--- config.mk ---
export PLATFORM = sky130hd
export DESIGN_NAME = sram_arbiter
export DESIGN_NICKNAME = d
export VERILOG_FILES = /design/src/rtl/sram_arbiter.sv
export SDC_FILE = /design/constraint.sdc
export NUM_CORES = 1
export LEC_CHECK = 0
export CORE_ASPECT_RATIO = 1.4
export CORE_MARGIN = 8
export CORE_UTILIZATION = 35
export CTS_CLUSTER_SIZE = 8
export DETAILED_ROUTE_END_ITERATION = 8
export GPL_TIMING_DRIVEN = 1
export PLACE_DENSITY = 0.72
export SLEW_MARGIN = 20
export SYNTH_ARGS = -nofsm -noshare
export SYNTH_HDL_FRONTEND = slang
export SYNTH_SLANG_ARGS = --single-unit
--- constraint.sdc ---
create_clock -name clk -period 1.6 [get_ports clk]
set_clock_uncertainty 0.05 [all_clocks]
set_input_delay 0.16 -clock clk [delete_from_list [all_inputs] [get_ports clk]]
set_output_delay 0.16 -clock clk [all_outputs]
set_load 0.05 [all_outputs]
--- src/rtl/sram_arbiter.sv ---
// sram_arbiter: shares one single-port RAM32 macro between the host loader and the serv CPU bus.
// One access at a time, walked through IDLE -> MEM -> CAP -> DONE.
// Optional build macro SRAM_ARB_RR_EN selects round-robin arbitration; otherwise the host wins ties.
module sram_arbiter #(
  parameter int unsigned AW = 5,
  parameter int unsigned DW = 32
) (
  input  logic          clk,
  input  logic          reset,
  // host loader port
  input  logic          host_req,
  input  logic          host_we,
  input  logic [AW-1:0] host_addr,
  input  logic [DW-1:0] host_wdata,
  input  logic [3:0]    host_wmask,
  output logic [DW-1:0] host_rdata,
  output logic          host_ack,
  // CPU port (byte address)
  input  logic          cpu_req,
  input  logic          cpu_we,
  input  logic [31:0]   cpu_addr,
  input  logic [DW-1:0] cpu_wdata,
  input  logic [3:0]    cpu_wmask,
  output logic [DW-1:0] cpu_rdata,
  output logic          cpu_ack,
  // RAM32 macro pins
  output logic          ram_en,
  output logic [AW-1:0] ram_addr,
  output logic [3:0]    ram_we,
  output logic [DW-1:0] ram_di,
  input  logic [DW-1:0] ram_do,
  // status
  output logic          busy,
  output logic          owner
);

  typedef enum logic [1:0] {StIdle, StMem, StCap, StDone} state_e;

  state_e        state_q, state_d;
  logic          owner_q, owner_d;
  logic          we_q, we_d;
  logic [AW-1:0] addr_q, addr_d;
  logic [DW-1:0] wdata_q, wdata_d;
  logic [3:0]    mask_q, mask_d;
  logic [DW-1:0] host_rdata_q, host_rdata_d;
  logic [DW-1:0] cpu_rdata_q, cpu_rdata_d;
  logic          grant_cpu;

  // Byte-lane and out-of-range CPU address bits are deliberately dropped (word index wraps).
  logic unused_cpu_addr;
  assign unused_cpu_addr = ^{cpu_addr[31:AW+2], cpu_addr[1:0]};

  // Winner selection; only consulted in IDLE.
`ifdef SRAM_ARB_RR_EN
  // owner_q doubles as history: on contention the previous non-owner wins.
  assign grant_cpu = cpu_req & (~host_req | ~owner_q);
`else
  assign grant_cpu = cpu_req & ~host_req;
`endif

  // State and latched-request registers.
  always_ff @(posedge clk) begin
    if (reset) begin
      state_q      <= StIdle;
      owner_q      <= 1'b0;
      we_q         <= 1'b0;
      addr_q       <= '0;
      wdata_q      <= '0;
      mask_q       <= '0;
      host_rdata_q <= '0;
      cpu_rdata_q  <= '0;
    end else begin
      state_q      <= state_d;
      owner_q      <= owner_d;
      we_q         <= we_d;
      addr_q       <= addr_d;
      wdata_q      <= wdata_d;
      mask_q       <= mask_d;
      host_rdata_q <= host_rdata_d;
      cpu_rdata_q  <= cpu_rdata_d;
    end
  end

  // Next-state logic: grant and latch in IDLE, capture read data in CAP.
  always_comb begin
    state_d      = state_q;
    owner_d      = owner_q;
    we_d         = we_q;
    addr_d       = addr_q;
    wdata_d      = wdata_q;
    mask_d       = mask_q;
    host_rdata_d = host_rdata_q;
    cpu_rdata_d  = cpu_rdata_q;
    unique case (state_q)
      StIdle: begin
        if (host_req || cpu_req) begin
          owner_d = grant_cpu;
          if (grant_cpu) begin
            we_d    = cpu_we;
            addr_d  = cpu_addr[AW+1:2];
            wdata_d = cpu_wdata;
            mask_d  = cpu_wmask;
          end else begin
            we_d    = host_we;
            addr_d  = host_addr;
            wdata_d = host_wdata;
            mask_d  = host_wmask;
          end
          state_d = StMem;
        end
      end
      StMem: state_d = StCap;
      StCap: begin
        // ram_do is valid one cycle after the enable edge; writes leave rdata untouched.
        if (!we_q) begin
          if (owner_q) cpu_rdata_d = ram_do;
          else         host_rdata_d = ram_do;
        end
        state_d = StDone;
      end
      StDone: state_d = StIdle;
      default: state_d = StIdle;
    endcase
  end

  // Outputs decoded purely from registered state, so no req-to-RAM/ack combinational path.
  always_comb begin
    ram_en     = (state_q == StMem);
    ram_we     = (state_q == StMem && we_q) ? mask_q : 4'b0000;
    ram_addr   = addr_q;
    ram_di     = wdata_q;
    host_ack   = (state_q == StDone) && !owner_q;
    cpu_ack    = (state_q == StDone) && owner_q;
    host_rdata = host_rdata_q;
    cpu_rdata  = cpu_rdata_q;
    busy       = (state_q != StIdle);
    owner      = owner_q;
  end

endmodule

* Word-level counts from Yosys, hierarchy flattened
Cells that the tools add are included.
Cells by class: multiplexer cells 7, equal/unequal tests 4, reduce and logical (&&, ||, !) cells 10, bitwise logic cells 4
Operator list (count):
- 32-bit 2-to-1 mux | 1
- 4-bit 2-to-1 mux | 2
- 2-bit case mux with 4 select lines | 1
- 3-bit AND reduction | 2
- 5-bit 2-to-1 mux | 1
- 2-bit equality test (second input constant) | 2
- 1-bit logical AND | 3
- 1-bit NOT | 3
- 2-bit by 1-bit equality test with 1-bit output (second input constant) | 1
- 2-bit zero test | 1
- 2-bit 2-to-1 mux | 1
- 2-bit != test (second input constant) | 1
- 2-bit AND reduction | 1
- 2-bit nonzero test | 1
- 1-bit AND | 1
- 1-bit zero test | 1
- 1-bit logical OR | 1
- 1-bit 2-to-1 mux | 1
Word-level totals: input port bits 147, register bits 109

* Logic depth before layout (Yosys ltp)
word-level depth 3, mapped depth 7, gate-level depth less buffers 5

* Worst setup path before layout
No wires, ideal clock.
path type register to register, from register state_q[0], to register state_q[1], library setup time 0.072 ns, buffers on the path 0, clock period less this slack 1.641 ns, slack -0.041 ns, data arrival time 1.519 ns, cell stages (with the launch flop) 6, cells stage by stage dfxtp_1 > inv_1 > ha_1 > inv_1 > or4_1 > a21oi_1
Between the ends: longest elaborated chain between the ends 2, elaborated cells between the ends (all ways) 6, those cells by class eq/ne (4); mux (1); reduce/logical (1)
RTL lines:
- start, declared | RTL line 39 | state_e state_q, state_d;
- start signal, assigned | RTL line 64 | state_q <= StIdle;
- start signal, assigned | RTL line 73 | state_q <= state_d;
- 2-bit equality test, or another cell as far along | RTL line 94 | unique case (state_q)
- 2-bit case mux with 4 select lines / 2-bit != test (equally long branches)
Parallel ways exist; a longest one is shown, timed or not. A chain may end at the register's enable or synchronous reset.

* Worst setup path in the final report
from register state_q[0], to output port host_ack
Between the ends: longest elaborated chain between the ends 2
RTL lines:
- 2-bit equality test | RTL line 132 | host_ack = (state_q == StDone) && !owner_q;
- 1-bit logical AND | RTL line 132
- end, declared | RTL line 17 | output logic host_ack,
Every way passes these cells.

==> summary.md <==
| Metric | Value |
|---|---|
| Slew Viols, Final | 0 |
| Clock Sink Count | 109 |
| Chip height | 152.9 µm |
| Net total in the final layout | 919 |
| Area used by multi-input combinational logic | 2268 µm² |
| Worst-case reg-to-reg path depth | 8 |
| Comb power frac | 0.509 |
| Post-synthesis cell area | 4688 µm² |
| Slowest library cell on the worst path | dfxtp_2 |
| Clock tree from TritonCTS | yes |
| Reported leakage power | 2.965 nW |
| Number of ports placed on the die boundary | 257 |
| Number of DRC violations after detailed-routing iteration 0 | 228 |
| Hold buffer count at CTS | 0 |
| Routed Wire Length | 16.42 mm |
| Worst hold-check slack | 0.1690 ns |
| Depth of the CTS H-tree | 3 |
| Final worst path period share | 0.9636 |
| Setup_tns | 0 ns |
| Synth top area share | 0.4654 |
| Post-route DRC | 0 |
| Critical path fanouts, max | 3 |
| Power density over the cells | 1593 nW/µm² |
| Outcome | finished clean |
| Met2 WL post-DR | 8.534 mm |
| Average cell area after synthesis | 8.650 µm² |
| Sequential share of power | 0.300 |
| Share of the core filled with cells in the final layout | 0.5711 |
| Post-Place Setup Slack | -0.08323 ns |
| Routed wire length on met3 | 1.536 mm |
| Final std cells w/o fill | 955 |
| Required time of the critical path | 1.39 ns |
| Number of core rows | 50 |
| Placed Cells incl. Taps | 931 |
| Minimum setup slack in the final design | 0.05827 ns |
| Worst path bufs/invs | 2 |
| Number of nets in the synthesized netlist | 693 |
| Critical Path Source Type | flop |
| Detail-routed net length per standard cell | 17.19 µm |
| Die X-Extent | 113.8 µm |
| GRT overflow | 0 |
| Count of TritonRoute iterations in the first routing pass | 4 |
| Final RePlAce weighted congestion | 0.8041 |
| Largest incremental delay on the critical path | 0.35 ns |
| Maximum clock insertion buffer count | 2 |
| Worst Setup End Kind | primary output |
| Final cell area excluding filler cells | 7575 µm² |
| Detailed-route vias per instance | 4.908 |
| Data arrival time of the worst path | 1.33 ns |
| Number of synthesized register bits | 109 |
| Power Total | 12.07 mW |
| Hpwl dp | 12.12 mm |
| Wire length of the first global-routing pass | 24.98 mm |
| Total CTS buffers | 9 |
| Cell taking the most area after synthesis | dfxtp_1 |
| Antenna violations before repair | 0 |
| Yosys warnings | 0 |
| Instance area after placement | 7074 µm² |
| Fraction of final layout cells sized beyond drive strength 1 | 0.3325 |
| Post-layout min period | 1.542 ns |
| Sequential-to-total area share from yosys stat | 0.4654 |
| Total GRT Usage | 0.1784 |
| Upper clock frequency limit | 0.6486 GHz |
| Crit Path Class | flop to primary output |
| Clock insertion delay at the later pin of the skew report | 0.34 ns |
| Uppermost layer routed | met4 |
| I/O Buffers | 229 |
| Hold violation count in the final report | 0 |
| Min-Delay Path Depth | 2 |
| Unique masters post-synth | 29 |
| Effective utilization at floorplan | 0.3535 |
| Critical-path cell list | buf_6 > ha_2 > nor2b_4 > buf_12 |
| Switching part of the total | 0.4288 |
| Count of fill cells added during filler insertion | 1233 |
| Post-synthesis cell count | 542 |
| Most instantiated flip-flop cell in the synthesis netlist | dfxtp_1 |
| Cell count along the critical path | 4 |
| Number of antenna cells inserted | 0 |
| Cell-internal power | 6.894 mW |
| Number of flops mapped to enable cells by yosys | 0 |
| Number of violations of the max-capacitance limit | 0 |
| Worst ir drop on vdd | 0.0008493 V |
| Total area of sequential cells | 2185 µm² |
| Slew Limit Headroom | 0.7592 |
| Tightest Pin Transition | 0.3612 ns |
| Routed vias | 4687 |
| Commonest non-fill, non-tap cell in the layout | nand2_1 |
| Routed length on met1 | 5.903 mm |
| Area Overhead vs Synth | 61.57% |
| Via count of the first global-routing pass | 4851 |
| Share of power burned in the clock network | 0.191 |
| Root Buffer Master | clkbuf_16 |
| Largest net degree at the start of global routing | 43 |
| Clock transition at the register clock pins on the worst setup and hold paths after CTS | 0.08 ns |
| FFs w/ async S/R, synth | 0 |
| Cell family with the largest share of critical-path delay | flip-flops |
| Total of endpoints with negative setup slack in the final report | 0 |
| Detail Route Antenna Nets | 0 |
| Highest-count cells in the layout ignoring fill and taps | nand2_1, clkdlybuf4s50_1, buf_4, dfxtp_1, a21oi_1 |
| Core box area | 13260 µm² |
| Worst Hold Class | input pin to flop |
| Area enclosed by the die boundary | 17410 µm² |
| Top area cells in the synthesized netlist | dfxtp_1, nand2_1, a311oi_2 |
| Net Sw Power | 5.175 mW |
[cells in the mapped netlist, types with 3 or more instances]
cell type    n
nand2_2     39
and3_1       4
inv_1        3
a21oi_1     66
a311oi_2    41
nand2_1    173
buf_12       4
nor2_1      43
buf_2       21
dfxtp_1    109
ha_1         4
clkbuf_1    10
buf_4        7
[cell type report]
class                      count  area share
sequential                   109      0.2884
inverter                       3    0.001487
tap                          182     0.03006
clock inverter                 7     0.01090
clock buffer                   9     0.02973
timing repair buffer         260      0.3399
multi-input combinational    385      0.2995
[state kept, by name, summed over array words and instances (netlist names)]
signal and cells:
ram_di 32, mask_q 4, host_rdata 32, state_q 2
owner 1, ram_addr 5, cpu_rdata 32, we_q 1
[power by group through the flow]
stage	Clock, mW	Sequential [mW]	Combinational [mW]
detailed placement	0	3.65	5.79
floorplan	0	5.32	2.05
global placement	0	3.64	5.65
global route	2.47	3.68	6.52
finish	2.31	3.62	6.15
CTS	2.37	3.60	5.84
[kinds of logic (layout without fill, tap and decap cells)]
group | after synthesis | in the layout | synth area share
and+or+nand+nor | 269 | 269 | 0.2469
buffers and inverters | 48 | 279 | 0.06672
adders and majority gates | 4 | 4 | 0.01068
AOI/OAI and AO/OA | 112 | 112 | 0.2103
DFF | 109 | 109 | 0.4654
[path summary, 6_finish.rpt]
kind | slack, ns | to | startpoint
max | 0.06 | host_ack | state_q[0]
min | 0.17 | host_rdata[14] | reset
max reg2reg | 0.09 | host_rdata[6] | state_q[0]
min reg2reg | 0.41 | cpu_rdata[20] | cpu_rdata[20]
[what timing repair did]
action                     in CTS  in global routing
setup endpoints to repair       6                 47
cloned                          0                  4
buffers inserted                0                  4
resized for setup               9                 11
[per-layer routing]
layer	vias to the layer above	track usage
met5	-	0
met1	2192	0.1768
met3	32	0.06861
met2	204	0.3189
met4	0	0.08084
li1	2259	-
Power figures use the tool's default switching activity.
